**src/rtl/idma_legalizer_burst_chopper.sv**
```systemverilog
// Splits one 1D transfer into a stream of bursts. A burst never exceeds the
// remaining length and never crosses a page boundary on either the source or
// the destination side. Page distances come from external splitters that see
// only cur_*_addr_o, so burst outputs stay stable under backpressure.
module idma_legalizer_burst_chopper #(
  parameter int unsigned AddrWidth    = 32,
  parameter int unsigned LenWidth     = 32,
  parameter int unsigned PageLenWidth = 13
) (
  input  logic                    clk_i,
  input  logic                    rst_i,
  input  logic                    req_valid_i,
  output logic                    req_ready_o,
  input  logic [AddrWidth-1:0]    req_src_addr_i,
  input  logic [AddrWidth-1:0]    req_dst_addr_i,
  input  logic [LenWidth-1:0]     req_length_i,
  output logic [AddrWidth-1:0]    cur_src_addr_o,
  output logic [AddrWidth-1:0]    cur_dst_addr_o,
  input  logic [PageLenWidth-1:0] src_bytes_to_pb_i,
  input  logic [PageLenWidth-1:0] dst_bytes_to_pb_i,
  output logic                    burst_valid_o,
  input  logic                    burst_ready_i,
  output logic [AddrWidth-1:0]    burst_src_addr_o,
  output logic [AddrWidth-1:0]    burst_dst_addr_o,
  output logic [PageLenWidth-1:0] burst_len_o,
  output logic                    burst_last_o,
  output logic                    busy_o
);

  typedef enum logic {
    IDLE = 1'b0,
    CHOP = 1'b1
  } state_e;

  state_e               state_q, state_d;
  logic [AddrWidth-1:0] cur_src_q, cur_src_d;
  logic [AddrWidth-1:0] cur_dst_q, cur_dst_d;
  logic [LenWidth-1:0]  rem_q, rem_d;

  logic [LenWidth-1:0]  src_pb_ext;
  logic [LenWidth-1:0]  dst_pb_ext;
  logic [LenWidth-1:0]  len_full;
  logic                 is_last;

  // Burst length: smallest of remaining bytes and both page distances
  always_comb begin
    src_pb_ext = LenWidth'(src_bytes_to_pb_i);
    dst_pb_ext = LenWidth'(dst_bytes_to_pb_i);
    len_full   = rem_q;
    if (src_pb_ext < len_full) len_full = src_pb_ext;
    if (dst_pb_ext < len_full) len_full = dst_pb_ext;
    is_last    = (rem_q == len_full);
  end

  // Next-state and handshake outputs; reset masks every control output
  always_comb begin
    state_d       = state_q;
    cur_src_d     = cur_src_q;
    cur_dst_d     = cur_dst_q;
    rem_d         = rem_q;
    req_ready_o   = 1'b0;
    burst_valid_o = 1'b0;
    burst_last_o  = 1'b0;
    busy_o        = 1'b0;

    case (state_q)
      IDLE: begin
        req_ready_o = !rst_i;
        // Zero-length requests are accepted and dropped
        if (req_valid_i && (req_length_i != '0)) begin
          cur_src_d = req_src_addr_i;
          cur_dst_d = req_dst_addr_i;
          rem_d     = req_length_i;
          state_d   = CHOP;
        end
      end
      CHOP: begin
        burst_valid_o = !rst_i;
        busy_o        = !rst_i;
        burst_last_o  = !rst_i && is_last;
        if (burst_valid_o && burst_ready_i) begin
          cur_src_d = cur_src_q + AddrWidth'(len_full);
          cur_dst_d = cur_dst_q + AddrWidth'(len_full);
          rem_d     = rem_q - len_full;
          if (is_last) state_d = IDLE;
        end
      end
      default: state_d = IDLE;
    endcase
  end

  // State and address/length registers
  always_ff @(posedge clk_i) begin
    if (rst_i) begin
      state_q   <= IDLE;
      cur_src_q <= '0;
      cur_dst_q <= '0;
      rem_q     <= '0;
    end else begin
      state_q   <= state_d;
      cur_src_q <= cur_src_d;
      cur_dst_q <= cur_dst_d;
      rem_q     <= rem_d;
    end
  end

  assign cur_src_addr_o   = cur_src_q;
  assign cur_dst_addr_o   = cur_dst_q;
  assign burst_src_addr_o = cur_src_q;
  assign burst_dst_addr_o = cur_dst_q;
  assign burst_len_o      = PageLenWidth'(len_full);

endmodule
```
**config.mk**
```make
export PLATFORM = sky130hd
export DESIGN_NAME = idma_legalizer_burst_chopper
export DESIGN_NICKNAME = d
export VERILOG_FILES = /design/src/rtl/idma_legalizer_burst_chopper.sv
export SDC_FILE = /design/constraint.sdc
export NUM_CORES = 1
export LEC_CHECK = 0
export ABC_AREA = 1
export CORE_ASPECT_RATIO = 2
export CORE_UTILIZATION = 40
export CTS_BUF_LIST = sky130_fd_sc_hd__clkbuf_16
export DETAILED_ROUTE_END_ITERATION = 10
export PLACE_DENSITY = 0.77
export RECOVER_POWER = 50
export SLEW_MARGIN = 20
export SYNTH_ARGS = -nofsm -noshare
export SYNTH_HDL_FRONTEND = slang
export SYNTH_SLANG_ARGS = --single-unit
```
**constraint.sdc**
```tcl
create_clock -name clk_i -period 8.9 [get_ports clk_i]
set_input_delay 1.335 -clock clk_i [delete_from_list [all_inputs] [get_ports clk_i]]
set_output_delay 1.335 -clock clk_i [all_outputs]
set_load 0.05 [all_outputs]
```
* Word-level counts from Yosys, hierarchy flattened *
Cells that the tools add are included.

operators by class
  add/sub/neg operators = 3
  magnitude comparators = 2
  equal/unequal tests = 3
  mux-type cells = 18
  bitwise gates (word level) = 1
  reductions and logical operators = 6

operators by type and width
  operator                                                number
  2-to-1 mux 32 bit                                       8
  one-hot mux 32 bit (2 select lines)                     3
  adder 32 bit                                            2
  < comparator 13 x 32 -> 1 bit                           2
  equality test 32 bit                                    1
  nonzero test 32 bit                                     1
  subtractor 32 bit                                       1
  2-to-1 mux 1 bit                                        6
  logical AND 1 bit                                       3
  inequality test 2 x 1 -> 1 bit (second input constant)  1
  inequality test 2 bit (second input constant)           1
  one-hot mux 1 bit (2 select lines)                      1
  AND reduction 2 bit                                     1
  logical NOT 1 bit                                       1
  NOT 1 bit                                               1

word-level totals
  register bits after elaboration = 97
  input port bits = 126
  word-level logic and storage cells = 37

* Logic depth before layout (Yosys ltp) *
Gate-level depths: netlist of the first run.

  word-level depth = 8
  gate-level depth with buffers = 44
  mapped depth without buffers = 43

* Worst setup path before layout of the first run *
OpenSTA, ideal clock, no wires.

  kind = input to output
  start point = input src_bytes_to_pb_i[11]
  end point = output burst_last_o
  data arrival time = 6.212 ns
  data required time = 7.565 ns
  setup slack = 1.353 ns
  stages = 22
  buffers on the path = 1
  path through = ha_1 > a21oi_1 > o21ai_0 > a22oi_1 > nand2_2 > nand2_2 > clkbuf_1 > nand2_1 > o21ai_0 > inv_1 > ha_1 > a21oi_1 > o21ai_0 > a21oi_2 > nand2_4 > nand2_1 > nand2_1 > ha_1 > nand4_1 > nor3_1 > nand2_1 > nor4_1

between the ends
  longest elaborated chain between the ends = 7

RTL lines
  item                           line  source
  from (decl)                    19    input logic [PageLenWidth-1:0] src_bytes_to_pb_i,
  < comparator 13 x 32 -> 1 bit  50    if (src_pb_ext < len_full) len_full = src_pb_ext;
  2-to-1 mux 32 bit (*)          50
  < comparator 13 x 32 -> 1 bit  51    if (dst_pb_ext < len_full) len_full = dst_pb_ext;
  2-to-1 mux 32 bit (*)          51
  named net burst_len_o[0]       25    output logic [PageLenWidth-1:0] burst_len_o,
  equality test 32 bit (*)       52    is_last = (rem_q == len_full);
  logical AND 1 bit (*)          80    burst_last_o = !rst_i && is_last;
  2-to-1 mux 1 bit (*)           66    case (state_q)
  to (decl)                      26    output logic burst_last_o,

Mark *: on every way through the listed nets, which the timed path passes. The rest lies on a longest branch.

* Worst setup path in the final report of the first run *
  start point = input src_bytes_to_pb_i[9]
  end point = output burst_last_o

between the ends
  longest elaborated chain between the ends = 7

RTL lines
  item                           line
  < comparator 13 x 32 -> 1 bit  50
  2-to-1 mux 32 bit (*)          50
  < comparator 13 x 32 -> 1 bit  51
  2-to-1 mux 32 bit (*)          51
  equality test 32 bit (*)       52
  logical AND 1 bit (*)          80
  2-to-1 mux 1 bit (*)           66

Every way passes the cells marked *; elsewhere a longest branch is shown, timed or not.

==> summary.md, run 1 <==
| Metric | Value |
|---|---|
| Status | completed |
| Die area | approximately 29000 um^2 |
| Initial antenna violation count | 0 |
| CP Data Required Time | 7.57 ns |
| Ant diodes | 0 |
| Pre-CTS setup slack | 0.239 ns |
| Worst Skew | 0.0157 ns |
| Synthesized cell area | 11200 um^2 |
| Combinational Power Share | 0.569 |
| Crit path from | src_bytes_to_pb_i[9] |
| Clk Latency, worst-skew pair | 0.39 ns |
| Post-layout min period | between 8 and 9 ns |
| R2R depth | 32 |
| Root Buffer | clkbuf_16 |
| Share of cells above drive strength 1 | 0.0367 |
| Worst Path Class, Setup | in2out |
| Hold Crit Depth | 2 |
| Int Power | 1.13 mW |
| Filler cells | 2848 |
| Switch share | 0.496 |
| Initial DRC Count | between 600 and 700 |
| First-pass GRT wire length | 64.5 mm |
| CTS Buffer Depth | 2 |
| NumNets Final | 2255 |
| Sink of the worst hold path | rem_q[30] |
| P&R area growth vs syn | 26.8% |
| Setup WS post-layout | 0.608 ns |
| Peak Freq | 0.121 GHz |
| Crit-path most repeated cell | nand2_1 |
| Clk pwr share | 0.193 |
| Final hold violations | 0 |
| Seq cells post-synth | 97 |
| Post-synth cell types | 50 |
| Critical R2R Launch | rem_q[12] |
| Flop pwr share | 0.238 |
| CP startpoint kind | input pin |
| Setup Fix Bufs, Post-CTS | 0 |
| IO buf count | 270 |
| H-tree levels | 3 |
| Final setup fails | 0 |
| Min-delay src | rem_q[30] |
| Rows | 86 |
| DR WL/cell | between 15 and 20 um |
| Final Cycle Share | 0.932 |
| Routed Wire Length | 42.5 mm |
| Max cap viols | 0 |
| Clock transition at path regs | around 0.08 ns |
| Post-Syn Instances | 1790 |
| Synth warnings | 0 |
| Post-synth EDFFs | 0 |
| RSZ-0062 raised after global routing | no |
| Post-detail-place hpwl | 33.9 mm |
| Top FF cell, synth | dfxtp_1 |
| Critical Path Max Stage Delay | 0.51 ns |
| Worst reg2reg path endpoint | burst_src_addr_o[26] |
| Detailed-route via count | 12967 |
| Fin cells | 2366 |
| Post-route cell area | between 10000 and 15000 um^2 |
| Avg Cell Area, Syn | 6.23 um^2 |
| Num CTS Buffers | 9 |
| CTS tree | built |
| Hold_buf cts | 0 |
| Worst rel slew slack | 0.395 |
| CP Capture Type | primary output |
| R2R Setup Slk | 2.56 ns |
| Post-layout util | 0.516 |
| Leak | 7.19 nW |
| Vias per Instance | 5.48 |
| Initial DRT Pass Iterations | 8 |
| Area post-placement | 13800 um^2 |
| Max Slew Vio Count | 0 |
| Clock Sinks | between 90 and 100 |
| Seq/Total Area, Yosys | 0.174 |
| GR Util All Layers | 0.294 |
| Slew @ Worst Pin | 0.908 ns |
| Peak supply drop | 0.0917 mV |
| Post-synth ARST share | 0 |
| Starting Density | 0.406 |
| Max stage delay cell, worst path | dlymetal6s2s_1 |
| I/O pin total | 271 |
| Power Density | 159 nW/um^2 |
| Largest net degree at the start of global routing | 74 |
| Gpl congestion | 0.949 |
| WP data arrival | 6.96 ns |
| Setup TNS | 0 ns |
| DRC viols | 0 |
| Die Span Y | approximately 240 um |
| Vias in the first global route | 12645 |
| Worst min path class | reg2reg |
| Final global-route overflow total | 0 |
| Switch Pwr | between 1 and 1.5 mW |
| Routed Antenna Nets | 0 |
| Die X | 120 um |
| Dpl cells | 2350 |
| CP max FO | 26 |
| Core area | ~27000 um^2 |
[through the flow]
step	hold WS, ns	total power [mW]
2_1_floorplan	0.461	1.45
3_3_place_gp	0.474	1.81
3_5_place_dp	0.477	1.82
4_1_cts	0.489	2.26
5_1_grt	0.509	2.39
6_report	0.492	2.25
[logic make-up after synthesis]
kind of cell	share of synthesized area
adder cells (fa/ha/maj)	0.137
flip-flops	0.174
XOR/XNOR	0.0259
AO/OA/AOI/OAI	0.243
buffers and inverters	0.138
other	0.000673
AND/OR/NAND/NOR	0.282
[cell usage in the layout, fill, tap and decap left out, types with 96 or more instances in the layout]
cell type / count
ha_1: 117
dfxtp_1: 96
nand3_1: 134
nor2_1: 108
o21ai_0: 140
clkdlybuf4s50_1: 148
inv_1: 207
dlygate4sd3_1: 121
a21oi_1: 191
nand2_1: 393
[how the worst max path moves through the flow]
| stage | end | depth (start not counted) | slack [ns] |
|---|---|---|---|
| after floorplan | burst_last_o | 22 | 1.35 |
| after global placement | burst_last_o | 24 | 0.54 |
| after detailed placement | burst_last_o | 25 | 0.24 |
| after CTS | burst_last_o | 25 | 0.24 |
| after global routing | burst_last_o | 25 | 0.33 |
| final | burst_last_o | 25 | 0.61 |
[timing repair]
item / in CTS / in global routing
hold endpoints to repair: 0 / 0
setup endpoints to repair: 0 / 1
resized for setup: 0 / 1
[power groups by stage]
stage / sequential (mW) / clock (mW) / combinational (mW)
after detailed placement: 0.547 / 0 / 1.28
after floorplan: 0.621 / 0 / 0.828
final: 0.535 / 0.435 / 1.28
after global routing: 0.541 / 0.455 / 1.39
after CTS: 0.538 / 0.444 / 1.28
after global placement: 0.546 / 0 / 1.27
[cell usage after synthesis, types with 3 or more instances]
library cell	instances	area share
nand2_1	394	0.13
inv_1	208	0.070
a21oi_1	191	0.086
o21ai_0	140	0.063
nand3_1	134	0.060
ha_1	117	0.13
nor2_1	108	0.036
dfxtp_1	97	0.17
buf_4	67	0.045
clkbuf_1	35	0.012
o211ai_1	34	0.023
or2_2	25	0.014
a21o_1	24	0.016
nor3_1	20	0.0090
nor4_1	20	0.011
xnor2_1	17	0.013
xor2_1	16	0.013
a221oi_1	14	0.011
nand4_1	14	0.0079
a31oi_1	13	0.0073
buf_1	12	0.0040
o21ai_1	12	0.0054
o21bai_1	11	0.0074
buf_2	8	0.0036
a211oi_1	7	0.0047
o21ai_2	5	0.0039
nand3b_1	4	0.0027
a21boi_0	3	0.0020
a21boi_1	3	0.0020
and2_1	3	0.0017
fa_1	3	0.0054
inv_2	3	0.0010
nand2_2	3	0.0017
o21a_1	3	0.0020
[metal layers]
metal	global-route usage	vias to the layer above	wire length, um
li1	-	6413	-
met1	0.274	5972	14800
met2	0.570	442	22900
met3	0.0315	140	1730
met4	0.224	0	3070
met5	0	-	0
[area by class of cell]
class,count,area [um^2],area share
Clock buffer,9,225,0.0159
Multi-Input combinational cell,1410,7880,0.557
Sequential cell,97,1950,0.138
Tap cell,352,440,0.0311
Clock inverter,7,82.6,0.00584
Inverter,211,792,0.0560
Timing Repair Buffer,280,2780,0.197
[flip-flops by register name (all words and copies together) (netlist names)]
name,flops
burst_dst_addr_o,32
rem_q,32
burst_src_addr_o,32
state_q,1
[critical path: cells and delay by family]
kind                       cells  cell delay [ns]
buffers and inverters          3             1.06
adders and majority gates      3             0.99
AOI/OAI and AO/OA              6             1.04
and+or+nand+nor               13             2.54
Note: power is estimated with default switching activity, not from simulation.
==> run 2: changes to the inputs <==
--- a/config.mk
+++ b/config.mk
@@ -9,6 +9,7 @@
 export CORE_ASPECT_RATIO = 2
 export CORE_UTILIZATION = 40
 export CTS_BUF_LIST = sky130_fd_sc_hd__clkbuf_16
+export CTS_CLUSTER_SIZE = 12
 export DETAILED_ROUTE_END_ITERATION = 10
 export PLACE_DENSITY = 0.77
 export RECOVER_POWER = 50
==> results of run 2 <==
Final layout, timing and power as in run 1 (identical DEF).
